File: src/rtl/bias_ctrl_pkg.sv
// Shared types and default sizing for the bias-stage sequencer.
package bias_ctrl_pkg;

    localparam int unsigned DEF_LANES = 8;
    localparam int unsigned DEF_DW    = 8;
    localparam int unsigned DEF_ROWS  = 8;
    localparam int unsigned ROW_W     = DEF_LANES * DEF_DW;

    typedef logic [ROW_W-1:0] row_t;

    typedef enum logic [1:0] {
        IDLE  = 2'd0,
        ARMED = 2'd1,
        RUN   = 2'd2,
        DRAIN = 2'd3
    } state_t;

endpackage

File: src/rtl/bias_ctrl_if.sv
// Host/array/bias-unit signal bundle for bias_ctrl.
// Optional BIAS_CTRL_BYPASS_EN adds the per-tile bypass input.
interface bias_ctrl_if #(
    parameter int unsigned LANES = bias_ctrl_pkg::DEF_LANES,
    parameter int unsigned DW    = bias_ctrl_pkg::DEF_DW,
    parameter int unsigned ROWS  = bias_ctrl_pkg::DEF_ROWS
);
    localparam int unsigned W  = LANES * DW;
    localparam int unsigned CW = $clog2(ROWS + 1);

    logic          bias_load_valid;
    logic [W-1:0]  bias_load_data;
    logic          bias_load_ready;
    logic          tile_start;
    logic          tile_abort;
    logic          array_valid;
    logic [W-1:0]  array_output;
    logic          array_ready;
    logic [W-1:0]  bias_vec;
    logic [W-1:0]  bias_row;
    logic          bias_add_en;
    logic          out_valid;
    logic          out_ready;
    logic          tile_done;
    logic          busy;
    logic [CW-1:0] row_count;
`ifdef BIAS_CTRL_BYPASS_EN
    logic          bypass;
`endif

    modport master (
`ifdef BIAS_CTRL_BYPASS_EN
        output bypass,
`endif
        output bias_load_valid, bias_load_data, tile_start, tile_abort,
        output array_valid, array_output, out_ready,
        input  bias_load_ready, array_ready, bias_vec, bias_row, bias_add_en,
        input  out_valid, tile_done, busy, row_count
    );

    modport slave (
`ifdef BIAS_CTRL_BYPASS_EN
        input  bypass,
`endif
        input  bias_load_valid, bias_load_data, tile_start, tile_abort,
        input  array_valid, array_output, out_ready,
        output bias_load_ready, array_ready, bias_vec, bias_row, bias_add_en,
        output out_valid, tile_done, busy, row_count
    );

endinterface

File: src/rtl/bias_row_fifo.sv
// Two-entry row FIFO with occupancy count and synchronous flush.
module bias_row_fifo #(
    parameter int unsigned W = 64
) (
    input  logic         clk,
    input  logic         rst,
    input  logic         i_push,
    input  logic         i_pop,
    input  logic         i_flush,
    input  logic [W-1:0] i_data,
    output logic [W-1:0] o_head,
    output logic [1:0]   o_count
);

    logic [W-1:0] r_mem [2];
    logic         r_rd_ptr;
    logic         r_wr_ptr;
    logic [1:0]   r_count;
    logic         w_push;
    logic         w_pop;

    assign w_pop  = i_pop  && (r_count != 2'd0);
    assign w_push = i_push && (r_count != 2'd2);

    // Flush drops any push issued in the same cycle.
    always_ff @(posedge clk or posedge rst) begin
        if (rst) begin
            r_mem[0] <= '0;
            r_mem[1] <= '0;
            r_rd_ptr <= 1'b0;
            r_wr_ptr <= 1'b0;
            r_count  <= 2'd0;
        end else if (i_flush) begin
            r_rd_ptr <= 1'b0;
            r_wr_ptr <= 1'b0;
            r_count  <= 2'd0;
        end else begin
            if (w_push) begin
                r_mem[r_wr_ptr] <= i_data;
                r_wr_ptr        <= ~r_wr_ptr;
            end
            if (w_pop) begin
                r_rd_ptr <= ~r_rd_ptr;
            end
            case ({w_push, w_pop})
                2'b10:   r_count <= r_count + 2'd1;
                2'b01:   r_count <= r_count - 2'd1;
                default: r_count <= r_count;
            endcase
        end
    end

    assign o_head  = r_mem[r_rd_ptr];
    assign o_count = r_count;

endmodule

File: src/rtl/bias_ctrl.sv
// Per-row bias stage sequencer: holds the bias vector and meters one tile of rows.
// Optional BIAS_CTRL_BYPASS_EN lets a tile run with bias addition suppressed.
module bias_ctrl
    import bias_ctrl_pkg::*;
#(
    parameter int unsigned LANES = DEF_LANES,
    parameter int unsigned DW    = DEF_DW,
    parameter int unsigned ROWS  = DEF_ROWS
) (
    input  logic clk,
    input  logic rst,
    bias_ctrl_if.slave bus
);

    localparam int unsigned W  = LANES * DW;
    localparam int unsigned CW = $clog2(ROWS + 1);

    state_t        r_state;
    state_t        w_state_nxt;
    logic [W-1:0]  r_bias_vec;
    logic [W-1:0]  w_bias_nxt;
    logic [CW-1:0] r_row_count;
    logic [CW-1:0] w_row_count_nxt;
    logic          r_tile_done;
    logic          w_tile_done_nxt;
    logic          r_bypass;
    logic          w_bypass_nxt;
    logic          w_flush;
    logic          w_load_hs;
    logic          w_array_ready;
    logic          w_accept;
    logic          w_out_valid;
    logic          w_pop;
    logic          w_start_bypass;
    logic          w_active;
    logic [1:0]    w_fifo_count;
    logic [W-1:0]  w_head;

`ifdef BIAS_CTRL_BYPASS_EN
    assign w_start_bypass = bus.bypass;
`else
    assign w_start_bypass = 1'b0;
`endif

    assign w_active      = (r_state == RUN) || (r_state == DRAIN);
    assign w_load_hs     = bus.bias_load_valid && ((r_state == IDLE) || (r_state == ARMED));
    assign w_array_ready = (r_state == RUN) && (w_fifo_count != 2'd2) && (r_row_count < CW'(ROWS));
    assign w_accept      = bus.array_valid && w_array_ready;
    assign w_out_valid   = (w_fifo_count != 2'd0);
    assign w_pop         = w_out_valid && bus.out_ready;

    always_ff @(posedge clk or posedge rst) begin
        if (rst) begin
            r_state     <= IDLE;
            r_bias_vec  <= '0;
            r_row_count <= '0;
            r_tile_done <= 1'b0;
            r_bypass    <= 1'b0;
        end else begin
            r_state     <= w_state_nxt;
            r_bias_vec  <= w_bias_nxt;
            r_row_count <= w_row_count_nxt;
            r_tile_done <= w_tile_done_nxt;
            r_bypass    <= w_bypass_nxt;
        end
    end

    // Load beats start in IDLE/ARMED; abort beats everything in RUN/DRAIN.
    always_comb begin
        w_state_nxt     = r_state;
        w_bias_nxt      = r_bias_vec;
        w_row_count_nxt = r_row_count;
        w_tile_done_nxt = 1'b0;
        w_bypass_nxt    = r_bypass;
        w_flush         = 1'b0;
        case (r_state)
            IDLE: begin
                if (w_load_hs) begin
                    w_bias_nxt  = bus.bias_load_data;
                    w_state_nxt = ARMED;
                end else if (bus.tile_start && w_start_bypass) begin
                    w_row_count_nxt = '0;
                    w_bypass_nxt    = 1'b1;
                    w_state_nxt     = RUN;
                end
            end
            ARMED: begin
                if (w_load_hs) begin
                    w_bias_nxt = bus.bias_load_data;
                end else if (bus.tile_start) begin
                    w_row_count_nxt = '0;
                    w_bypass_nxt    = w_start_bypass;
                    w_state_nxt     = RUN;
                end
            end
            RUN: begin
                if (bus.tile_abort) begin
                    w_flush         = 1'b1;
                    w_row_count_nxt = '0;
                    w_state_nxt     = ARMED;
                end else if (w_accept) begin
                    w_row_count_nxt = r_row_count + CW'(1);
                    if (r_row_count == CW'(ROWS - 1)) begin
                        w_state_nxt = DRAIN;
                    end
                end
            end
            DRAIN: begin
                if (bus.tile_abort) begin
                    w_flush         = 1'b1;
                    w_row_count_nxt = '0;
                    w_state_nxt     = ARMED;
                end else if (w_fifo_count == 2'd0) begin
                    w_tile_done_nxt = 1'b1;
                    w_state_nxt     = ARMED;
                end
            end
            default: w_state_nxt = IDLE;
        endcase
    end

    bias_row_fifo #(.W(W)) u_fifo (
        .clk     (clk),
        .rst     (rst),
        .i_push  (w_accept),
        .i_pop   (w_pop),
        .i_flush (w_flush),
        .i_data  (bus.array_output),
        .o_head  (w_head),
        .o_count (w_fifo_count)
    );

    assign bus.bias_load_ready = (r_state == IDLE) || (r_state == ARMED);
    assign bus.array_ready     = w_array_ready;
    assign bus.bias_vec        = r_bias_vec;
    assign bus.bias_row        = w_head;
    assign bus.out_valid       = w_out_valid;
    assign bus.bias_add_en     = w_out_valid && w_active && !r_bypass;
    assign bus.tile_done       = r_tile_done;
    assign bus.busy            = w_active;
    assign bus.row_count       = r_row_count;

endmodule

File: src/flat_wrapper.sv
// flat-port wrapper written by rule: the top's interface ports become plain ports
module bias_ctrl_flat import bias_ctrl_pkg::*;
#(
    parameter int unsigned LANES = DEF_LANES,
    parameter int unsigned DW    = DEF_DW,
    parameter int unsigned ROWS  = DEF_ROWS
)
  (clk, rst, bus_bias_load_valid, bus_bias_load_data, bus_tile_start, bus_tile_abort, bus_array_valid, bus_array_output, bus_out_ready, bus_bias_load_ready, bus_array_ready, bus_bias_vec, bus_bias_row, bus_bias_add_en, bus_out_valid, bus_tile_done, bus_busy, bus_row_count);
  bias_ctrl_if #(.LANES(LANES), .DW(DW), .ROWS(ROWS)) bus_i ();
  input  logic clk;
  input  logic rst;
  input wire logic [$bits(bus_i.bias_load_valid)-1:0] bus_bias_load_valid;
  input wire logic [$bits(bus_i.bias_load_data)-1:0] bus_bias_load_data;
  input wire logic [$bits(bus_i.tile_start)-1:0] bus_tile_start;
  input wire logic [$bits(bus_i.tile_abort)-1:0] bus_tile_abort;
  input wire logic [$bits(bus_i.array_valid)-1:0] bus_array_valid;
  input wire logic [$bits(bus_i.array_output)-1:0] bus_array_output;
  input wire logic [$bits(bus_i.out_ready)-1:0] bus_out_ready;
  output wire logic [$bits(bus_i.bias_load_ready)-1:0] bus_bias_load_ready;
  output wire logic [$bits(bus_i.array_ready)-1:0] bus_array_ready;
  output wire logic [$bits(bus_i.bias_vec)-1:0] bus_bias_vec;
  output wire logic [$bits(bus_i.bias_row)-1:0] bus_bias_row;
  output wire logic [$bits(bus_i.bias_add_en)-1:0] bus_bias_add_en;
  output wire logic [$bits(bus_i.out_valid)-1:0] bus_out_valid;
  output wire logic [$bits(bus_i.tile_done)-1:0] bus_tile_done;
  output wire logic [$bits(bus_i.busy)-1:0] bus_busy;
  output wire logic [$bits(bus_i.row_count)-1:0] bus_row_count;
  assign bus_i.bias_load_valid = bus_bias_load_valid;
  assign bus_i.bias_load_data = bus_bias_load_data;
  assign bus_i.tile_start = bus_tile_start;
  assign bus_i.tile_abort = bus_tile_abort;
  assign bus_i.array_valid = bus_array_valid;
  assign bus_i.array_output = bus_array_output;
  assign bus_i.out_ready = bus_out_ready;
  assign bus_bias_load_ready = bus_i.bias_load_ready;
  assign bus_array_ready = bus_i.array_ready;
  assign bus_bias_vec = bus_i.bias_vec;
  assign bus_bias_row = bus_i.bias_row;
  assign bus_bias_add_en = bus_i.bias_add_en;
  assign bus_out_valid = bus_i.out_valid;
  assign bus_tile_done = bus_i.tile_done;
  assign bus_busy = bus_i.busy;
  assign bus_row_count = bus_i.row_count;
  bias_ctrl #(.LANES(LANES), .DW(DW), .ROWS(ROWS)) u_core (.clk(clk), .rst(rst), .bus(bus_i));
endmodule
File: config.mk
export PLATFORM = sky130hd
export DESIGN_NAME = bias_ctrl_flat
export DESIGN_NICKNAME = d
export VERILOG_FILES = /design/src/rtl/bias_ctrl_pkg.sv /design/src/rtl/bias_ctrl_if.sv /design/src/rtl/bias_row_fifo.sv /design/src/rtl/bias_ctrl.sv /design/src/flat_wrapper.sv
export SDC_FILE = /design/constraint.sdc
export NUM_CORES = 1
export LEC_CHECK = 0
export CAP_MARGIN = 20
export CORE_MARGIN = 10
export CORE_UTILIZATION = 50
export CTS_CLUSTER_DIAMETER = 50
export CTS_CLUSTER_SIZE = 20
export DETAILED_ROUTE_END_ITERATION = 10
export PLACE_DENSITY_LB_ADDON = 0.2
export SYNTH_ARGS = -nofsm -noshare
export SYNTH_HDL_FRONTEND = slang
export SYNTH_SLANG_ARGS = --single-unit
File: constraint.sdc
create_clock -name clk -period 20.4 [get_ports clk]
set_clock_uncertainty 0.15 [all_clocks]
set_input_delay 4.08 -clock clk [delete_from_list [all_inputs] [get_ports clk]]
set_output_delay 4.08 -clock clk [all_outputs]
set_load 0.03 [all_outputs]
==> results.md <==
- Status: finished clean
- # DRC: 0
- 1st-iter DRT viols: between 150 and 200
- Final setup margin: about 14 ns
- Tmin final: about 7 ns
- EDFF count, synth: 0
- # diodes: 0
- R2R setup slack: roughly 17 ns
- Switching Fraction: 0.3795
- Max_cap viols: 0
- Crit path DAT: between 2 and 3 ns
- Internal: between 1000 and 1500 uW
- Buf+Inv Stages, Crit Path: 2
- Worst setup SP type: register
- Min-delay src: u_core.u_fifo.r_mem[82]
- Switching pwr: 800.1 uW
- Area of the core: approximately 0.017 mm2
- Die area: approximately 0.023 mm2
- Hpwl dp: around 17 mm
- All-layer global routing usage: 0.1971
- Maximum clock rate: 0.1456 GHz
- Worst-skew pair later-pin latency: 0.49 ns
- Syn Area/Cell: 15.56 um2
- Crit-path leading delay family: buffers and inverters
- Count leader, synth: mux2_2
- CTS resizes: 0
- Die W: about 150 um
- First-pass GRT wire length: ~36 mm
- Root Buffer Master: clkbuf_16
- Syn-to-layout area delta: 42.37%
- Hold path depth: 1
- Nets@finish: 964
- Mapped Cells: between 500 and 600
- Final hold violations: 0
- Iteration count of the initial detailed-routing pass: 4
- Pin count of the biggest net entering global routing: between 100 and 150
- Clock power frac: 0.189
- Seq/Total Area, Yosys: 0.5926
- Ports: ~270
- Vias in the first global route: 6408
- Layout cells sized above 1: 0.3529
- Die Ht: approximately 150 um
- Leak: roughly 0.0053 uW
- R2R Path Start: u_core.u_fifo.o_count[1]
- Largest area contributor in the netlist: dfrtp_1
- Synth top area share: 0.5926
- Number of clock sinks: 203
- Crit-path slowest cell: buf_4
- Clock Path Buffers: 3
- Transition time of the tightest slew-check pin: approximately 0.94 ns
- Comb pwr share: 0.494
- Relative slew slack: 0.3766
- Worst-path maximum fanout: 65
- Crit Path Class: reg -> out
- CTS Hold Bufs: 0
- Vias per inst: ~5.2
- Worst-path cell chain: buf_4 -> mux2_2 -> clkdlybuf4s50_1
- Total Wirelength: 22.95 mm
- CTS H-tree lvls: 1
- DRT antenna net count: 0
- Num CTS Buffers: 19
- Synth Register Bits: ~200
- Proportion of power drawn by flip-flops and latches: 0.316
- Initial cell density of the core: 0.5133
- Gpl congestion: a little over 0.8
- Port bufs: between 200 and 300
- RR Endpoint: u_core.u_fifo.r_mem[13]
- Dpl ws: between 10 and 15 ns
- GRT overflow: 0
- Top_reg_cell synth: dfrtp_1
- FF-to-FF path depth: 5
- Clk slew on worst S/H paths: 0.07 ns
- CP max stage delay: ~0.7 ns
- CP required: approximately 16 ns
- Synth Cell Area: approximately 0.0086 mm2
- Maximum vdd drop: about 130 uV
- Pins Over Slew Limit: 0
- TritonCTS clock tree: done
- Final setup fails: 0
- Worst-case hold path end point: u_core.u_fifo.r_mem[82]
- Ranking of synthesized cells by area: dfrtp_1 59%, mux2_2 32%, mux2_1 1.2%
- Yosys cell types: 33
- Post-synth top cells: 247 x mux2_2, 203 x dfrtp_1, 12 x buf_2
- Synth async-reset ratio: 1.000
- TNS Setup: 0 ns
- Initial antenna violation count: 0
- CP endpoint kind: output pin
- Postcts setup bufs: 0
- Classification of the worst-slack hold path: reg -> reg
- Synth Net Count: roughly 690
- Pwr/cell area: between 150 and 200 mW/mm2
- Final Cycle Share: 0.3368
- Num rows: between 40 and 50
- Yosys warns: 0
- RSZ-0062 raised after global routing: no
- WL per Instance: approximately 22 um
- Routed vias: about 5500
-- registers in the layout, summed over array words and instances (netlist names) --
register                flops
u_core.u_fifo.r_mem       128
u_core.bus.bias_vec        64
u_core.bus.row_count        4
u_core.r_state              2
u_core.u_fifo.o_count       2
u_core.bus.tile_done        1
u_core.u_fifo.r_rd_ptr      1
u_core.u_fifo.r_wr_ptr      1
-- how the worst max path moves through the flow --
stage | startpoint | end | slack, ns | cells after the start
after floorplan | rst | u_core.bus.bias_vec[0] | 10.63 | 1
after detailed placement | bus_tile_abort | u_core.u_fifo.r_mem[13] | 13.52 | 6
after CTS | u_core.u_fifo.r_rd_ptr | bus_bias_row[45] | 13.49 | 3
after global placement | bus_tile_abort | u_core.u_fifo.r_mem[21] | 13.56 | 6
final | u_core.u_fifo.r_rd_ptr | bus_bias_row[37] | 13.53 | 3
after global routing | u_core.u_fifo.r_rd_ptr | bus_bias_row[45] | 13.44 | 3
-- placed cells by master (no fill, tap or decap), types with 2 or more instances in the layout --
cell type,count
a21oi_1,4
buf_4,6
bufinv_16,4
clkbuf_16,19
clkdlybuf4s50_1,272
clkinv_8,3
dfrtp_1,202
ha_1,5
inv_1,5
inv_6,2
inv_8,2
mux2_1,9
mux2_2,247
mux2i_1,4
nand2_1,3
nand2_2,2
nand2b_1,5
nor2_1,2
nor2b_1,5
nor3_1,2
nor3b_1,3
o21a_1,2
o21ai_0,5
or2_2,3
-- power by group through the flow --
stage                     clock network [uW]  registers (uW)  logic [uW]
final                                    399             667        1040
after detailed placement                   0             672        1050
after CTS                                408             668        1060
after global routing                     424             690        1100
after global placement                     0             656        1030
after floorplan                            0             782         518
-- worst register-to-register path: cells and delay by family, from the launching register on --
kind                   cells  cell delay [ns]
buffers and inverters      1             0.58
flip-flops                 1             0.42
AND/OR/NAND/NOR            3             1.37
multiplexers               1             0.44
-- layout make-up --
type	instances	area, um2
tap	220	275.3
multi-input combinational	315	3306
clock buffer	20	489.2
sequential	203	5081
clock inverter	13	227.7
timing repair buffer	279	2795
inverter	6	30.03
fill	1101	4497
-- metrics by stage --
stage | hold slack [ns] | area [um2] | total power [uW] | instances | utilization
finish | 0.3338 | 12200 | 2109 | 1056 | 0.7307
CTS | 0.3413 | 12180 | 2132 | 1055 | 0.7291
global placement | 0.3128 | 11460 | 1685 | 1022 | 0.6862
global route | 0.3524 | 12200 | 2215 | 1056 | 0.7307
floorplan | 0.3041 | 8572 | 1299 | 551 | -
detailed placement | 0.3243 | 11460 | 1721 | 1022 | 0.6862
-- cells by family after synthesis --
logic type / synth area share
fa+ha+maj: 0.007298
mux: 0.3410
simple gates: 0.02248
flops: 0.5926
buf+inv: 0.02233
compound gates: 0.01328
xor+xnor: 0.001022
-- metal layers --
layer,global-route usage,share of wire,vias up
met1,0.2189,0.37,2767
met3,0.09517,0.12,25
met4,0.04572,0.015,0
li1,-,-,2512
met5,0,0,-
met2,0.3352,0.50,216
Power figures use the tool's default switching activity.
